==> src/rtl/ser_cmd_pkg.sv <==
`default_nettype none
// +----------------------------------------------------------------------------+
// | Module      : ser_cmd_pkg                                                  |
// | Description : Shared types for the serial command sequencer: bus command   |
// |               codes, FSM state encoding and STATUS word bit offsets.       |
// |               The PAR state exists only when SER_PARITY_EN is defined.     |
// | Revision    : 1.0 - initial release                                        |
// +----------------------------------------------------------------------------+
package ser_cmd_pkg;

   // Command codes carried on addr[7:4]
   typedef enum logic [3:0] {
      CMD_LOAD   = 4'h1,
      CMD_START  = 4'h2,
      CMD_ABORT  = 4'h3,
      CMD_STATUS = 4'h4
   } cmd_e;

   // Sequencer states
   typedef enum logic [1:0] {
      ST_IDLE  = 2'd0,
      ST_SHIFT = 2'd1,
`ifdef SER_PARITY_EN
      ST_PAR   = 2'd2,
`endif
      ST_DONE  = 2'd3
   } state_e;

   // STATUS word: bit count occupies [CW-1:0]; the flags sit directly above
   // it at these offsets from CW.
   localparam int unsigned STAT_BUSY_OFS = 0;
   localparam int unsigned STAT_DONE_OFS = 1;
   localparam int unsigned STAT_OVR_OFS  = 2;

endpackage
`default_nettype wire

==> src/rtl/ser_cmd_div.sv <==
`default_nettype none
// +----------------------------------------------------------------------------+
// | Module      : ser_cmd_div                                                  |
// | Description : Bit-period prescaler. Counts DIV clocks while enabled and    |
// |               pulses bit_tick_o in the last clock of each bit period.      |
// |               clr_i restarts the period synchronously.                     |
// | Ports       : clk, rst        - clock, async active-high reset             |
// |               en_i            - count enable (transfer in progress)        |
// |               clr_i           - synchronous restart (START / ABORT)        |
// |               bit_tick_o      - end-of-bit pulse                           |
// | Revision    : 1.0 - initial release                                        |
// +----------------------------------------------------------------------------+
module ser_cmd_div #(
   parameter int unsigned DIV = 4
) (
   input  logic clk,
   input  logic rst,
   input  logic en_i,
   input  logic clr_i,
   output logic bit_tick_o
);

   // One bit keeps the counter legal for DIV=1, where it simply stays at 0.
   localparam int unsigned CNT_W = (DIV > 1) ? $clog2(DIV) : 1;
   localparam logic [CNT_W-1:0] c_cnt_last = CNT_W'(DIV - 1);

   logic [CNT_W-1:0] cnt_q, cnt_d;
   logic             w_last;

   assign w_last     = (cnt_q == c_cnt_last);
   assign bit_tick_o = en_i & ~clr_i & w_last;

   always_comb begin
      cnt_d = cnt_q;
      if (clr_i || !en_i) begin
         cnt_d = '0;
      end else if (w_last) begin
         cnt_d = '0;
      end else begin
         cnt_d = cnt_q + CNT_W'(1);
      end
   end

   always_ff @(posedge clk or posedge rst) begin
      if (rst) begin
         cnt_q <= '0;
      end else begin
         cnt_q <= cnt_d;
      end
   end

endmodule
`default_nettype wire

==> src/rtl/ser_cmd_seq.sv <==
`default_nettype none
// +----------------------------------------------------------------------------+
// | Module      : ser_cmd_seq                                                  |
// | Description : Bus-controlled serial transmitter. LOAD fills the shift      |
// |               register, START sends it MSB-first on sdo at DIV clocks per  |
// |               bit, ABORT cancels, STATUS returns {ovr, done_flag, busy,    |
// |               bitcount} on rdata.                                          |
// | Config      : define SER_PARITY_EN to append an odd-parity bit (PAR state).|
// | Ports       : clk, rst  - clock, async active-high reset                   |
// |               sel_n     - active-low select                                |
// |               addr[13:0]- [13:12] page, [7:4] command                      |
// |               rw        - 1 read, 0 write                                  |
// |               strb      - single-cycle bus strobe                          |
// |               wdata     - write data (DATA_W)                              |
// |               rdata     - registered STATUS data (DATA_W)                  |
// |               sdo       - serial data out, idles high                      |
// |               busy      - transfer in progress                             |
// |               done      - one-cycle completion pulse                       |
// | Revision    : 1.0 - initial release                                        |
// +----------------------------------------------------------------------------+
module ser_cmd_seq
   import ser_cmd_pkg::*;
#(
   parameter int unsigned DATA_W = 8,
   parameter int unsigned DIV    = 4,
   parameter logic [1:0]  PAGE   = 2'b01
) (
   input  logic              clk,
   input  logic              rst,
   input  logic              sel_n,
   input  logic [13:0]       addr,
   input  logic              rw,
   input  logic              strb,
   input  logic [DATA_W-1:0] wdata,
   output logic [DATA_W-1:0] rdata,
   output logic              sdo,
   output logic              busy,
   output logic              done
);

   localparam int unsigned CW = $clog2(DATA_W + 1);
   localparam logic [CW-1:0] c_last_bit = CW'(DATA_W - 1);

   state_e              state_q, state_d;
   logic [DATA_W-1:0]   shreg_q, shreg_d;
   logic [CW-1:0]       bitcnt_q, bitcnt_d;
   logic                ovr_q, ovr_d;
   logic                dflag_q, dflag_d;
   logic [DATA_W-1:0]   rdata_q, rdata_d;
`ifdef SER_PARITY_EN
   logic                par_q, par_d;
`endif

   logic                w_hit;
   logic [3:0]          w_cmd;
   logic                w_load, w_start, w_abort, w_status;
   logic                w_idle, w_in_done, w_busy;
   logic                w_start_acc;
   logic                w_tick;
   logic [CW+2:0]       w_stat;
   logic                unused_addr_bits;

   // ---------------------------------------------------------------- decode
   assign w_hit    = ~sel_n & strb & (addr[13:12] == PAGE);
   assign w_cmd    = addr[7:4];
   assign w_load   = w_hit & ~rw & (w_cmd == CMD_LOAD);
   assign w_start  = w_hit & ~rw & (w_cmd == CMD_START);
   assign w_abort  = w_hit & ~rw & (w_cmd == CMD_ABORT);
   assign w_status = w_hit &  rw & (w_cmd == CMD_STATUS);

   assign unused_addr_bits = ^{addr[11:8], addr[3:0]};

   assign w_idle      = (state_q == ST_IDLE);
   assign w_in_done   = (state_q == ST_DONE);
   assign w_start_acc = w_start & w_idle;

   always_comb begin
      w_busy = (state_q == ST_SHIFT);
`ifdef SER_PARITY_EN
      if (state_q == ST_PAR) begin
         w_busy = 1'b1;
      end
`endif
   end

   // ------------------------------------------------------------ prescaler
   ser_cmd_div #(
      .DIV (DIV)
   ) u_div (
      .clk        (clk),
      .rst        (rst),
      .en_i       (w_busy),
      .clr_i      (w_start_acc | w_abort),
      .bit_tick_o (w_tick)
   );

   // --------------------------------------------------------- status word
   // A read landing on the DONE cycle must already see done_flag set.
   assign w_stat[CW-1:0]             = bitcnt_q;
   assign w_stat[CW+STAT_BUSY_OFS]   = w_busy;
   assign w_stat[CW+STAT_DONE_OFS]   = dflag_q | w_in_done;
   assign w_stat[CW+STAT_OVR_OFS]    = ovr_q;

   // ------------------------------------------------------ next-state logic
   always_comb begin
      state_d  = state_q;
      shreg_d  = shreg_q;
      bitcnt_d = bitcnt_q;
      ovr_d    = ovr_q;
      dflag_d  = dflag_q;
      rdata_d  = rdata_q;
`ifdef SER_PARITY_EN
      par_d    = par_q;
`endif

      case (state_q)
         ST_IDLE: begin
            if (w_load) begin
               shreg_d = wdata;
            end
            if (w_start) begin
               state_d  = ST_SHIFT;
               bitcnt_d = '0;
`ifdef SER_PARITY_EN
               // Parity is frozen from the loaded word before it shifts out.
               par_d    = ~(^shreg_q);
`endif
            end
         end
         ST_SHIFT: begin
            if (w_tick) begin
               shreg_d  = {shreg_q[DATA_W-2:0], 1'b0};
               bitcnt_d = bitcnt_q + CW'(1);
               if (bitcnt_q == c_last_bit) begin
`ifdef SER_PARITY_EN
                  state_d = ST_PAR;
`else
                  state_d = ST_DONE;
`endif
               end
            end
         end
`ifdef SER_PARITY_EN
         ST_PAR: begin
            if (w_tick) begin
               state_d = ST_DONE;
            end
         end
`endif
         ST_DONE: begin
            state_d = ST_IDLE;
         end
         default: begin
            state_d = ST_IDLE;
         end
      endcase

      // ABORT overrides any bit boundary falling on the same edge.
      if (w_abort) begin
         state_d  = ST_IDLE;
         shreg_d  = shreg_q;
         bitcnt_d = bitcnt_q;
      end

      if (w_load && !w_idle) begin
         ovr_d = 1'b1;
      end

      if (w_in_done) begin
         dflag_d = 1'b1;
      end

      if (w_status) begin
         rdata_d = DATA_W'(w_stat);
         ovr_d   = 1'b0;
         dflag_d = 1'b0;
      end
   end

   // ------------------------------------------------------------ registers
   always_ff @(posedge clk or posedge rst) begin
      if (rst) begin
         state_q  <= ST_IDLE;
         shreg_q  <= '0;
         bitcnt_q <= '0;
         ovr_q    <= 1'b0;
         dflag_q  <= 1'b0;
         rdata_q  <= '0;
`ifdef SER_PARITY_EN
         par_q    <= 1'b0;
`endif
      end else begin
         state_q  <= state_d;
         shreg_q  <= shreg_d;
         bitcnt_q <= bitcnt_d;
         ovr_q    <= ovr_d;
         dflag_q  <= dflag_d;
         rdata_q  <= rdata_d;
`ifdef SER_PARITY_EN
         par_q    <= par_d;
`endif
      end
   end

   // -------------------------------------------------------------- outputs
   always_comb begin
      sdo = 1'b1;
      case (state_q)
         ST_SHIFT: sdo = shreg_q[DATA_W-1];
`ifdef SER_PARITY_EN
         ST_PAR:   sdo = par_q;
`endif
         default:  sdo = 1'b1;
      endcase
   end

   assign busy  = w_busy;
   assign done  = w_in_done;
   assign rdata = rdata_q;

endmodule
`default_nettype wire

==> config.mk <==
export PLATFORM = sky130hd
export DESIGN_NAME = ser_cmd_seq
export DESIGN_NICKNAME = d
export VERILOG_FILES = /design/src/rtl/ser_cmd_pkg.sv /design/src/rtl/ser_cmd_div.sv /design/src/rtl/ser_cmd_seq.sv
export SDC_FILE = /design/constraint.sdc
export NUM_CORES = 1
export LEC_CHECK = 0
export ABC_CLOCK_PERIOD_IN_PS = 1900
export BUFFER_PORTS_ARGS = -buffer_cell sky130_fd_sc_hd__buf_2
export CAP_MARGIN = 5
export CORE_MARGIN = 1.5
export CORE_UTILIZATION = 51
export CTS_BUF_LIST = sky130_fd_sc_hd__clkbuf_2 sky130_fd_sc_hd__clkbuf_4 sky130_fd_sc_hd__clkbuf_8
export DETAILED_ROUTE_END_ITERATION = 6
export PLACE_DENSITY = 0.79
export SLEW_MARGIN = 10
export SYNTH_ARGS = -nofsm -noshare
export SYNTH_HDL_FRONTEND = slang
export SYNTH_SLANG_ARGS = --single-unit
==> constraint.sdc <==
create_clock -name clk -period 1.9 [get_ports clk]
set_input_delay 0.38 -clock clk [delete_from_list [all_inputs] [get_ports clk]]
set_output_delay 0.38 -clock clk [all_outputs]
set_load 0.01 [all_outputs]
==> flow_metrics.tcl <==
set metrics [dict create \
    crit_required_ps 2110 \
    fin_crit_sh_pct 93.08 \
    netlist_area_um2 1256 \
    syn_avg_cell_area_um2 12.08 \
    vias 884 \
    wirelength_mm 2.195 \
    yosys.cell_types.count 36 \
    critPathKind "flip-flop to flip-flop" \
    arrival_ps 1980 \
    track_usage_pct 18.44 \
    seqPwrFrac_pct 57.4 \
    cts_resized 0 \
    p_comb_share_pct 22.8 \
    worst_clock_skew_ps 0.9951 \
    outcome "finished, final reports clean" \
    syn-num-nets 133 \
    crit_fanout 8 \
    power_density_nw_per_um2 837.2 \
    coreArea_um2 2276 \
    ctsHoldBuffers 0 \
    cp-start-kind "flip-flop" \
    antenna_cells 0 \
    grt_max_degree 26 \
    numCtsBuffers 3 \
    instances_no_fill 164 \
    cts_tree "done" \
    die_h_um 52.63 \
    clkPwrFrac_pct 19.8 \
    post-synth-top-count-cell "dfrtp_1" \
    internal_power_uw 915.7 \
    ys.warnings.count 0 \
    portBuffers 28 \
    report.final.slew_viol_count 0 \
    worstSetupEndpointType "flip-flop" \
    syn_to_final_growth_pct 18.43 \
    initial_core_util_pct 55.20 \
    leakagePower_uw 0.0007455 \
    ys_top_cells_by_area "dfrtp_1 (50%), mux2_2 (17%), ha_1 (2.0%), nor4b_4 (1.9%), nand2_1 (1.8%)" \
    initialDrtViolationCount 7 \
    die-area_um2 2770 \
    peakVddDrop_v 0.0005524 \
    hold_slack_ps 78.89 \
    cts_buffer_depth 2 \
    setup_violations 0 \
    drtAntennaViolNets 0 \
    min_path_type "input port to async pin" \
    drc 0 \
    grt_overflow 0 \
    synthCells 104 \
    cts_root_buf "clkbuf_4" \
    nets 166 \
    ys_seq_area_share_pct 49.80 \
    clock_sinks 25 \
    ys_async_sr_fraction_pct 100.0 \
    htree_levels 1 \
    clock_latency_ps 310 \
    grt_setup_unrepaired "no" \
    drv_cap 0 \
    synth_top_area_cell "dfrtp_1" \
    final_util_pct 65.37 \
    synth_common_cells "dfrtp_1 (25), mux2_2 (19), nand2_1 (6)" \
    antenna_found_initial 0 \
    gp_congestion 0.8829 \
    io-pin-count 38 \
    drtPass1Iterations 4 \
    drt-wirelength-per-cell_um 13.38 \
    power.total_uw 1245 \
    dp.cells 160 \
    hold_viol 0 \
    clk_pin_slew_ps 130 \
    swShare_pct 26.48 \
    synth_ff_type "dfrtp_1" \
    dpl.hpwl_mm 1.666 \
    synth_top_area_share_pct 49.80 \
    drive_above_1_share_pct 44.85 \
    rows 17 \
    grt_pass1_wl_mm 3.732 \
    grt_pass1_vias 852 \
    fin_crit_ps 1769 \
    cts_setup_buffers 0 \
    max_clock_freq_mhz 565.4 \
    viasPerCell 5.390 \
    die_w_um 52.63 \
    ys_ff_latch 25 \
    synth-edff-count 0 \
    power.switching_uw 329.8 \
]
==> per-layer routing <==
| metal | vias to the layer above | share of wire (%) | track usage [%] |
|---|---|---|---|
| li1 | 442 | - | - |
| met1 | 421 | 46 | 24.68 |
| met2 | 19 | 50 | 29.79 |
| met3 | 2 | 3.1 | 2.857 |
| met4 | 0 | 0.68 | 7.265 |
| met5 | - | 0 | 0 |
==> layout make-up <==
type | instances | area [um2]
sequential | 25 | 626.9
clock buffer | 4 | 30.03
tap | 28 | 35.03
multi-input combinational | 69 | 586.8
inverter | 5 | 18.77
fill | 181 | 788.3
timing repair buffer | 33 | 190.2
==> final timing paths <==
check / from / end / slack, ps / cells after the start
worst max-delay path: u_div.cnt_q[0] / shreg_q[3] / 130 / 6
worst min-delay path: rst / shreg_q[2] / 80 / 3
worst max register to register: u_div.cnt_q[0] / shreg_q[3] / 130 / 6
worst min register to register: u_div.cnt_q[0] / u_div.cnt_q[0] / 450 / 1
max in group asynchronous: rst / state_q[0] / 1570 / 3
min in group clk: wdata[0] / shreg_q[0] / 410 / 3
==> worst max-delay path, stage by stage (launching register included) <==
cell and delay [ps]:
dfrtp_1 370, ha_1 240, nand2b_1 200, nand2_1 110, a211oi_4 260, buf_12 160, mux2_2 330
==> cell usage in the layout (no fill, tap or decap), types with 2 or more instances in the layout <==
cell type and n:
buf_2 28, nand4b_1 2, o21ai_0 2, buf_4 4, nor2b_1 3, nand4_1 2, a221o_1 2, mux2_2 19
dfrtp_1 24, inv_1 5, nor2_1 5, nor3_1 2, clkbuf_4 4, nand2_1 6, and3_1 3, ha_1 2
nand2b_1 2
==> logic make-up (layout without fill, tap and decap cells) <==
| family | after synthesis | count (layout) | share of synthesized area [%] |
|---|---|---|---|
| AO/OA/AOI/OAI | 10 | 10 | 7.172 |
| adder cells (fa/ha/maj) | 2 | 2 | 1.992 |
| multiplexers | 21 | 21 | 18.73 |
| other | 1 | 1 | 0.2985 |
| AND/OR/NAND/NOR | 35 | 35 | 18.53 |
| buffers and inverters | 10 | 42 | 3.487 |
| flip-flops | 25 | 25 | 49.80 |
==> metrics by stage <==
step           worst slack [ps]  setup TNS (ps)  area, um2
2_1_floorplan             151.0               0       1256
3_5_place_dp            -0.8860         -0.8860       1456
5_1_grt                   29.09               0       1488
4_1_cts                   67.00               0       1486
6_report                  131.4               0       1488
3_3_place_gp              42.08               0       1456
==> flip-flops by register name, summed over array words and instances (netlist names) <==
name / cells
u_div.cnt_q: 2
state_q: 2
shreg_q: 8
bitcnt_q: 4
dflag_q: 1
rdata: 7
ovr_q: 1
==> power groups by stage <==
stage,clock [uW],combinational [uW],sequential (uW)
detailed placement,0,290,725
finish,246,284,715
global route,281,317,732
global placement,0,278,716
CTS,256,290,715
floorplan,0,218,700
(Power assumes the default switching activity.)
